$ cat src/rtl/aes_inv_key_schedule.sv
// aes_inv_key_schedule
// Reverse AES-128 round-key generator for the inverse cipher. Loads the
// round-10 key and walks it back to round 0, one key per Next handshake,
// using the inverse key-expansion step so that no expanded key table is kept.
//
// Optional feature macro: AES_INV_KEY_DERIVE_EN
//   defined   - InKey is the original cipher key; the block runs ten forward
//               expansion steps (DERIVE) to reach round 10 before emitting.
//   undefined - InKey is already the round-10 key; DERIVE does not exist.
//
// state  | meaning
// -------+------------------------------------------------------------
// IDLE   | waiting for Start; Ry=1, Valid=0
// DERIVE | forward-expanding cipher key up to round 10 (macro only)
// EMIT   | Key/Round valid; Next steps down one round, or exits at 0

module aes_inv_key_schedule #(
    parameter int NR = 10
) (
    input  logic         Clk,
    input  logic         Rst,
    input  logic         Start,
    input  logic [127:0] InKey,
    input  logic         Next,
    output logic [127:0] Key,
    output logic [3:0]   Round,
    output logic         Valid,
    output logic         Ry
);

    localparam logic [3:0] LAST_ROUND = 4'(NR);

    // Forward AES S-box, entry 0 in the most significant byte.
    localparam logic [0:255][7:0] SBOX = {
        128'h637c777bf26b6fc53001672bfed7ab76,
        128'hca82c97dfa5947f0add4a2af9ca472c0,
        128'hb7fd9326363ff7cc34a5e5f171d83115,
        128'h04c723c31896059a071280e2eb27b275,
        128'h09832c1a1b6e5aa0523bd6b329e32f84,
        128'h53d100ed20fcb15b6acbbe394a4c58cf,
        128'hd0efaafb434d338545f9027f503c9fa8,
        128'h51a3408f929d38f5bcb6da2110fff3d2,
        128'hcd0c13ec5f974417c4a77e3d645d1973,
        128'h60814fdc222a908846eeb814de5e0bdb,
        128'he0323a0a4906245cc2d3ac629195e479,
        128'he7c8376d8dd54ea96c56f4ea657aae08,
        128'hba78252e1ca6b4c6e8dd741f4bbd8b8a,
        128'h703eb5664803f60e613557b986c11d9e,
        128'he1f8981169d98e949b1e87e9ce5528df,
        128'h8ca1890dbfe6426841992d0fb054bb16
    };

`ifdef AES_INV_KEY_DERIVE_EN
    typedef enum logic [1:0] {IDLE, DERIVE, EMIT} state_t;
`else
    typedef enum logic [1:0] {IDLE, EMIT} state_t;
`endif

    state_t       state_q, state_d;
    logic [127:0] key_q, key_d;
    logic [3:0]   round_q, round_d;

    // SubWord(RotWord(w)): rotate one byte left, then S-box each byte.
    function automatic logic [31:0] sub_rot(input logic [31:0] w);
        logic [31:0] r;
        r = {w[23:0], w[31:24]};
        return {SBOX[r[31:24]], SBOX[r[23:16]], SBOX[r[15:8]], SBOX[r[7:0]]};
    endfunction

    // Round constant for round r, in the top byte of the word.
    function automatic logic [31:0] rcon(input logic [3:0] r);
        logic [7:0] c;
        case (r)
            4'd1:    c = 8'h01;
            4'd2:    c = 8'h02;
            4'd3:    c = 8'h04;
            4'd4:    c = 8'h08;
            4'd5:    c = 8'h10;
            4'd6:    c = 8'h20;
            4'd7:    c = 8'h40;
            4'd8:    c = 8'h80;
            4'd9:    c = 8'h1b;
            4'd10:   c = 8'h36;
            default: c = 8'h00;
        endcase
        return {c, 24'h000000};
    endfunction

    // Recover round r-1 key from round r key; r selects the Rcon that was
    // used to produce round r.
    function automatic logic [127:0] inv_step(input logic [127:0] k,
                                              input logic [3:0]   r);
        logic [31:0] w0, w1, w2, w3, p0, p1, p2, p3;
        w0 = k[127:96];
        w1 = k[95:64];
        w2 = k[63:32];
        w3 = k[31:0];
        p3 = w3 ^ w2;
        p2 = w2 ^ w1;
        p1 = w1 ^ w0;
        p0 = w0 ^ sub_rot(p3) ^ rcon(r);
        return {p0, p1, p2, p3};
    endfunction

`ifdef AES_INV_KEY_DERIVE_EN
    // Produce round r key from round r-1 key.
    function automatic logic [127:0] fwd_step(input logic [127:0] k,
                                              input logic [3:0]   r);
        logic [31:0] w0, w1, w2, w3, w4, w5, w6, w7;
        w0 = k[127:96];
        w1 = k[95:64];
        w2 = k[63:32];
        w3 = k[31:0];
        w4 = w0 ^ sub_rot(w3) ^ rcon(r);
        w5 = w1 ^ w4;
        w6 = w2 ^ w5;
        w7 = w3 ^ w6;
        return {w4, w5, w6, w7};
    endfunction
`endif

    // State, key and round registers; reset clears any partial key.
    always_ff @(posedge Clk or posedge Rst) begin
        if (Rst) begin
            state_q <= IDLE;
            key_q   <= '0;
            round_q <= '0;
        end else begin
            state_q <= state_d;
            key_q   <= key_d;
            round_q <= round_d;
        end
    end

    // Next-state, key and round update.
    always_comb begin
        state_d = state_q;
        key_d   = key_q;
        round_d = round_q;
        case (state_q)
            IDLE: begin
                if (Start) begin
                    key_d = InKey;
`ifdef AES_INV_KEY_DERIVE_EN
                    state_d = DERIVE;
                    round_d = 4'd0;
`else
                    state_d = EMIT;
                    round_d = LAST_ROUND;
`endif
                end
            end
`ifdef AES_INV_KEY_DERIVE_EN
            DERIVE: begin
                key_d   = fwd_step(key_q, round_q + 4'd1);
                round_d = round_q + 4'd1;
                if (round_q == LAST_ROUND - 4'd1) begin
                    state_d = EMIT;
                end
            end
`endif
            EMIT: begin
                // Start is deliberately not looked at here: only Next acts.
                if (Next) begin
                    if (round_q != 4'd0) begin
                        key_d   = inv_step(key_q, round_q);
                        round_d = round_q - 4'd1;
                    end else begin
                        state_d = IDLE;
                    end
                end
            end
            default: state_d = IDLE;
        endcase
    end

    assign Key   = key_q;
    assign Round = round_q;
    assign Valid = (state_q == EMIT);
    assign Ry    = (state_q == IDLE);

endmodule

$ cat config.mk
export PLATFORM = sky130hd
export DESIGN_NAME = aes_inv_key_schedule
export DESIGN_NICKNAME = d
export VERILOG_FILES = /design/src/rtl/aes_inv_key_schedule.sv
export SDC_FILE = /design/constraint.sdc
export NUM_CORES = 1
export LEC_CHECK = 0
export ABC_AREA = 1
export ABC_CLOCK_PERIOD_IN_PS = 5950
export CAP_MARGIN = 20
export CELL_PAD_IN_SITES_DETAIL_PLACEMENT = 0
export CELL_PAD_IN_SITES_GLOBAL_PLACEMENT = 2
export CORE_UTILIZATION = 29
export DETAILED_ROUTE_END_ITERATION = 6
export PLACE_DENSITY = 0.81
export SLEW_MARGIN = 20
export SYNTH_ARGS = -nofsm -noshare
export SYNTH_HDL_FRONTEND = slang
export SYNTH_SLANG_ARGS = --single-unit
$ cat constraint.sdc
create_clock -name Clk -period 5.95 [get_ports Clk]
set_input_delay 0.8925 -clock Clk [delete_from_list [all_inputs] [get_ports Clk]]
set_output_delay 0.8925 -clock Clk [all_outputs]
set_load 0.01 [all_outputs]
==> results by group <==
Die
  • Core Rows: 95
  • Initial core utilization: 29.3%
  • Die Height: ~260 µm
  • Die W: between 200 and 300 µm
  • Die area: between 60,000 and 70,000 µm²
  • Total core area: 67,300 µm²
  • I/O pin total: 266

Timing
  • Fin crit period: 3.44 ns
  • Final Setup Violations: 0
  • Fmax: 291 MHz
  • Setup TNS: 0 ns
  • Final period utilization: about 58%
  • Unrepaired setup endpoints after global routing: false
  • Slew Limit Fails: 0
  • Final hold viol count: 0
  • Tightest Pin Transition: just over 1 ns
  • Final Skew: about 0.022 ns
  • Slew HR: 31.5%

Yosys
  • Async set-or-reset flop fraction in the synthesized netlist: 100%
  • Post-Synth Adder-Cell Area: 3.68%
  • Post-Synth XOR/XNOR Area: 1.47%
  • Area fraction in compound gates after synthesis: 10.8%
  • Synth top cells by count: 1,191 x nand2_1, 1,109 x nand3_1, 216 x nor2_1
  • Top-count cell post-synth: nand2_1
  • Area leader, netlist: nand3_1
  • Yosys cell types: 38
  • Yosys reg bits: between 100 and 150
  • Seq/Total Area, Yosys: 16.9%
  • Main synth FF type: dfrtp_1
  • Area of the mapped netlist: 19,700 µm²
  • Ys Warns: 0
  • Synthesized area per cell: between 5 and 6 µm²
  • Area contributors post-synth: nand3_1 28%, nand2_1 23%, dfrtp_1 17%
  • Synth Area in Simple Gates: 57.4%
  • Gate Count Post-Synth: 3,629
  • Syn nets: 3,819
  • Main combinational cell family by area after synthesis: simple AND/OR/NAND/NOR gates
  • EDFF count, synth: 0
  • Post-synth top area share: ~28%
  • Portion of netlist area occupied by mux cells: 0%

Clock tree
  • Clock Latency Late Sink: 0.50 ns
  • Clock Tree Root: clkbuf_16
  • H-tree levels: 4
  • Clk buf depth: 2
  • Clock slew at reported path FFs: 0.08 ns
  • CTS Buf Count: 17
  • # hold bufs at CTS: 0
  • CTS tree: yes
  • # resized after CTS: 0
  • Sink Count: 133
  • Setup bufs post-CTS: 0

Layout
  • Multi-input gate area: 14,600 µm²
  • Register Area: 3330 µm²
  • Final Net Count: about 4,000
  • Syn-to-layout area delta: 18.5%
  • Filler cells: 7,679
  • Fraction of layout cells with a size suffix above 1: 4.21%

Routing
  • Initial DRC count: 3,916
  • ANT nets after route: 0
  • DR pass1 iterations: 7
  • Routed WL per cell: 22.6 µm
  • DRC violations left: 0
  • Routed wire length: 104 mm
  • Detailed-route via count: 26,500
  • Vias/cell: 5.75

Place
  • Port bufs: 265
  • GPL Wtd Cong: ~0.98
  • DP HPWL: 72.2 mm

Worst setup path
  • CP arrival: 3.83 ns
  • Critical Path RT: 6.34 ns
  • WS Path Type: flip-flop to flip-flop
  • Critical Path End Type: flip-flop
  • Crit path max fanout: 14
  • Setup crit start kind: flip-flop

Global routing
  • Initial antenna violation count: 4
  • Largest net degree at the start of global routing: 93
  • Via count of the first global-routing pass: 24,600
  • Global-route wire length before repair: roughly 160 mm
  • Grt ovf: 0
  • All-Layer GR Usage: 29.3%

Worst hold path
  • Hold Path Class: flip-flop to flip-flop

Flow run
  • Maxcap violations: 0

Outcome
  • Status: finished clean
placed cells by master, fill, tap and decap left out, types with 2 or more instances in the layout:
cell / count
or2_2: 3
nand4_1: 10
xnor2_1: 7
nand3_2: 2
a31oi_1: 7
buf_4: 40
o21ai_1: 7
clkinvlp_4: 4
nand2_1: 1184
inv_1: 188
o211ai_1: 37
clkinv_2: 2
o22ai_1: 16
xor2_2: 3
clkinv_1: 8
nor2_4: 2
a21oi_1: 70
nand3_1: 1109
nand2_4: 6
xor2_4: 2
dfrtp_1: 132
nor2_2: 3
xor2_1: 7
o21ai_0: 192
nand3b_1: 10
buf_12: 2
nor2_1: 215
a2bb2oi_1: 8
clkinv_4: 3
clkdlybuf4s50_1: 265
clkbuf_16: 17
a22oi_1: 21
a32oi_1: 12
inv_6: 4
xnor2_2: 8
ha_1: 58
inv_2: 11
bufinv_16: 2
nand2_2: 40
state kept, by name (all words and copies together) (netlist names):
name	flops
Key	128
Round	4
state_q	1
metal layers:
| layer | vias up | routed length [µm] | track usage (%) | part of all wire, % |
|---|---|---|---|---|
| li1 | 12400 | - | - | - |
| met1 | 12300 | 43800 | 39.3 | 42 |
| met2 | 1541 | 45300 | 44.2 | 44 |
| met3 | 278 | 10300 | 6.70 | 10 |
| met4 | 4 | 4380 | 13.6 | 4.2 |
| met5 | - | 20 | 0 | 0.019 |
critical path, cell delays in order (launching register included):
cell      delay, ns
dfrtp_1        0.41
inv_1          0.10
nand2_1        0.07
nand2_2        0.33
clkinv_1       0.55
ha_1           0.44
nand2_1        0.28
nand3_1        0.20
o21ai_0        0.22
nand2_1        0.10
nand2_1        0.09
nand2_1        0.05
nand2_1        0.05
nand3_1        0.15
nand2_1        0.12
nand2_1        0.05
nand3_1        0.06
nand2_1        0.05
final timing paths:
kind                       slack (ns)              endpoint  depth (start not counted)                 from
max in group asynchronous        4.22   Key[14]$_DFFE_PP0P_                          3                  Rst
max reg2reg                      2.51  Key[118]$_DFFE_PP0P_                         17  Key[41]$_DFFE_PP0P_
min in group asynchronous        0.85   Key[81]$_DFFE_PP0P_                          2                  Rst
min reg2reg                      0.54    Key[7]$_DFFE_PP0P_                          2   Key[7]$_DFFE_PP0P_
min                              0.54    Key[7]$_DFFE_PP0P_                          2   Key[7]$_DFFE_PP0P_
max                              2.51  Key[118]$_DFFE_PP0P_                         17  Key[41]$_DFFE_PP0P_
cells by family (layout without fill, tap and decap cells):
logic type,after synthesis,after routing
flops,133,133
xor+xnor,28,28
fa+ha+maj,58,58
simple gates,2585,2585
buf+inv,452,548
compound gates,373,373
other cells,0,1
cell type report:
cell class | count | share of cell area, %
multi-input combinational | 3044 | 62.4
timing repair buffer | 307 | 12.8
antenna | 1 | 0.0107
clock buffer | 18 | 1.84
tap | 873 | 4.67
clock inverter | 14 | 0.653
inverter | 209 | 3.39
sequential | 133 | 14.3
metrics by stage:
| stage | worst slack, ns | hold WS, ns | instance area (µm²) | std cells | util (%) |
|---|---|---|---|---|---|
| 6_report | 2.51 | 0.537 | 23400 | 4599 | 34.7 |
| 5_1_grt | 2.24 | 0.581 | 23400 | 4598 | 34.7 |
| 4_1_cts | 2.57 | 0.542 | 23400 | 4598 | 34.7 |
| 3_5_place_dp | 2.67 | 0.523 | 22800 | 4566 | 33.9 |
| 3_3_place_gp | 2.66 | 0.517 | 22800 | 4566 | 33.9 |
| 2_1_floorplan | 1.50 | 0.548 | 19700 | 3629 | - |
Power is not shown: default switching activity piles up to over one toggle a cycle in this logic, so the estimate is an artifact.
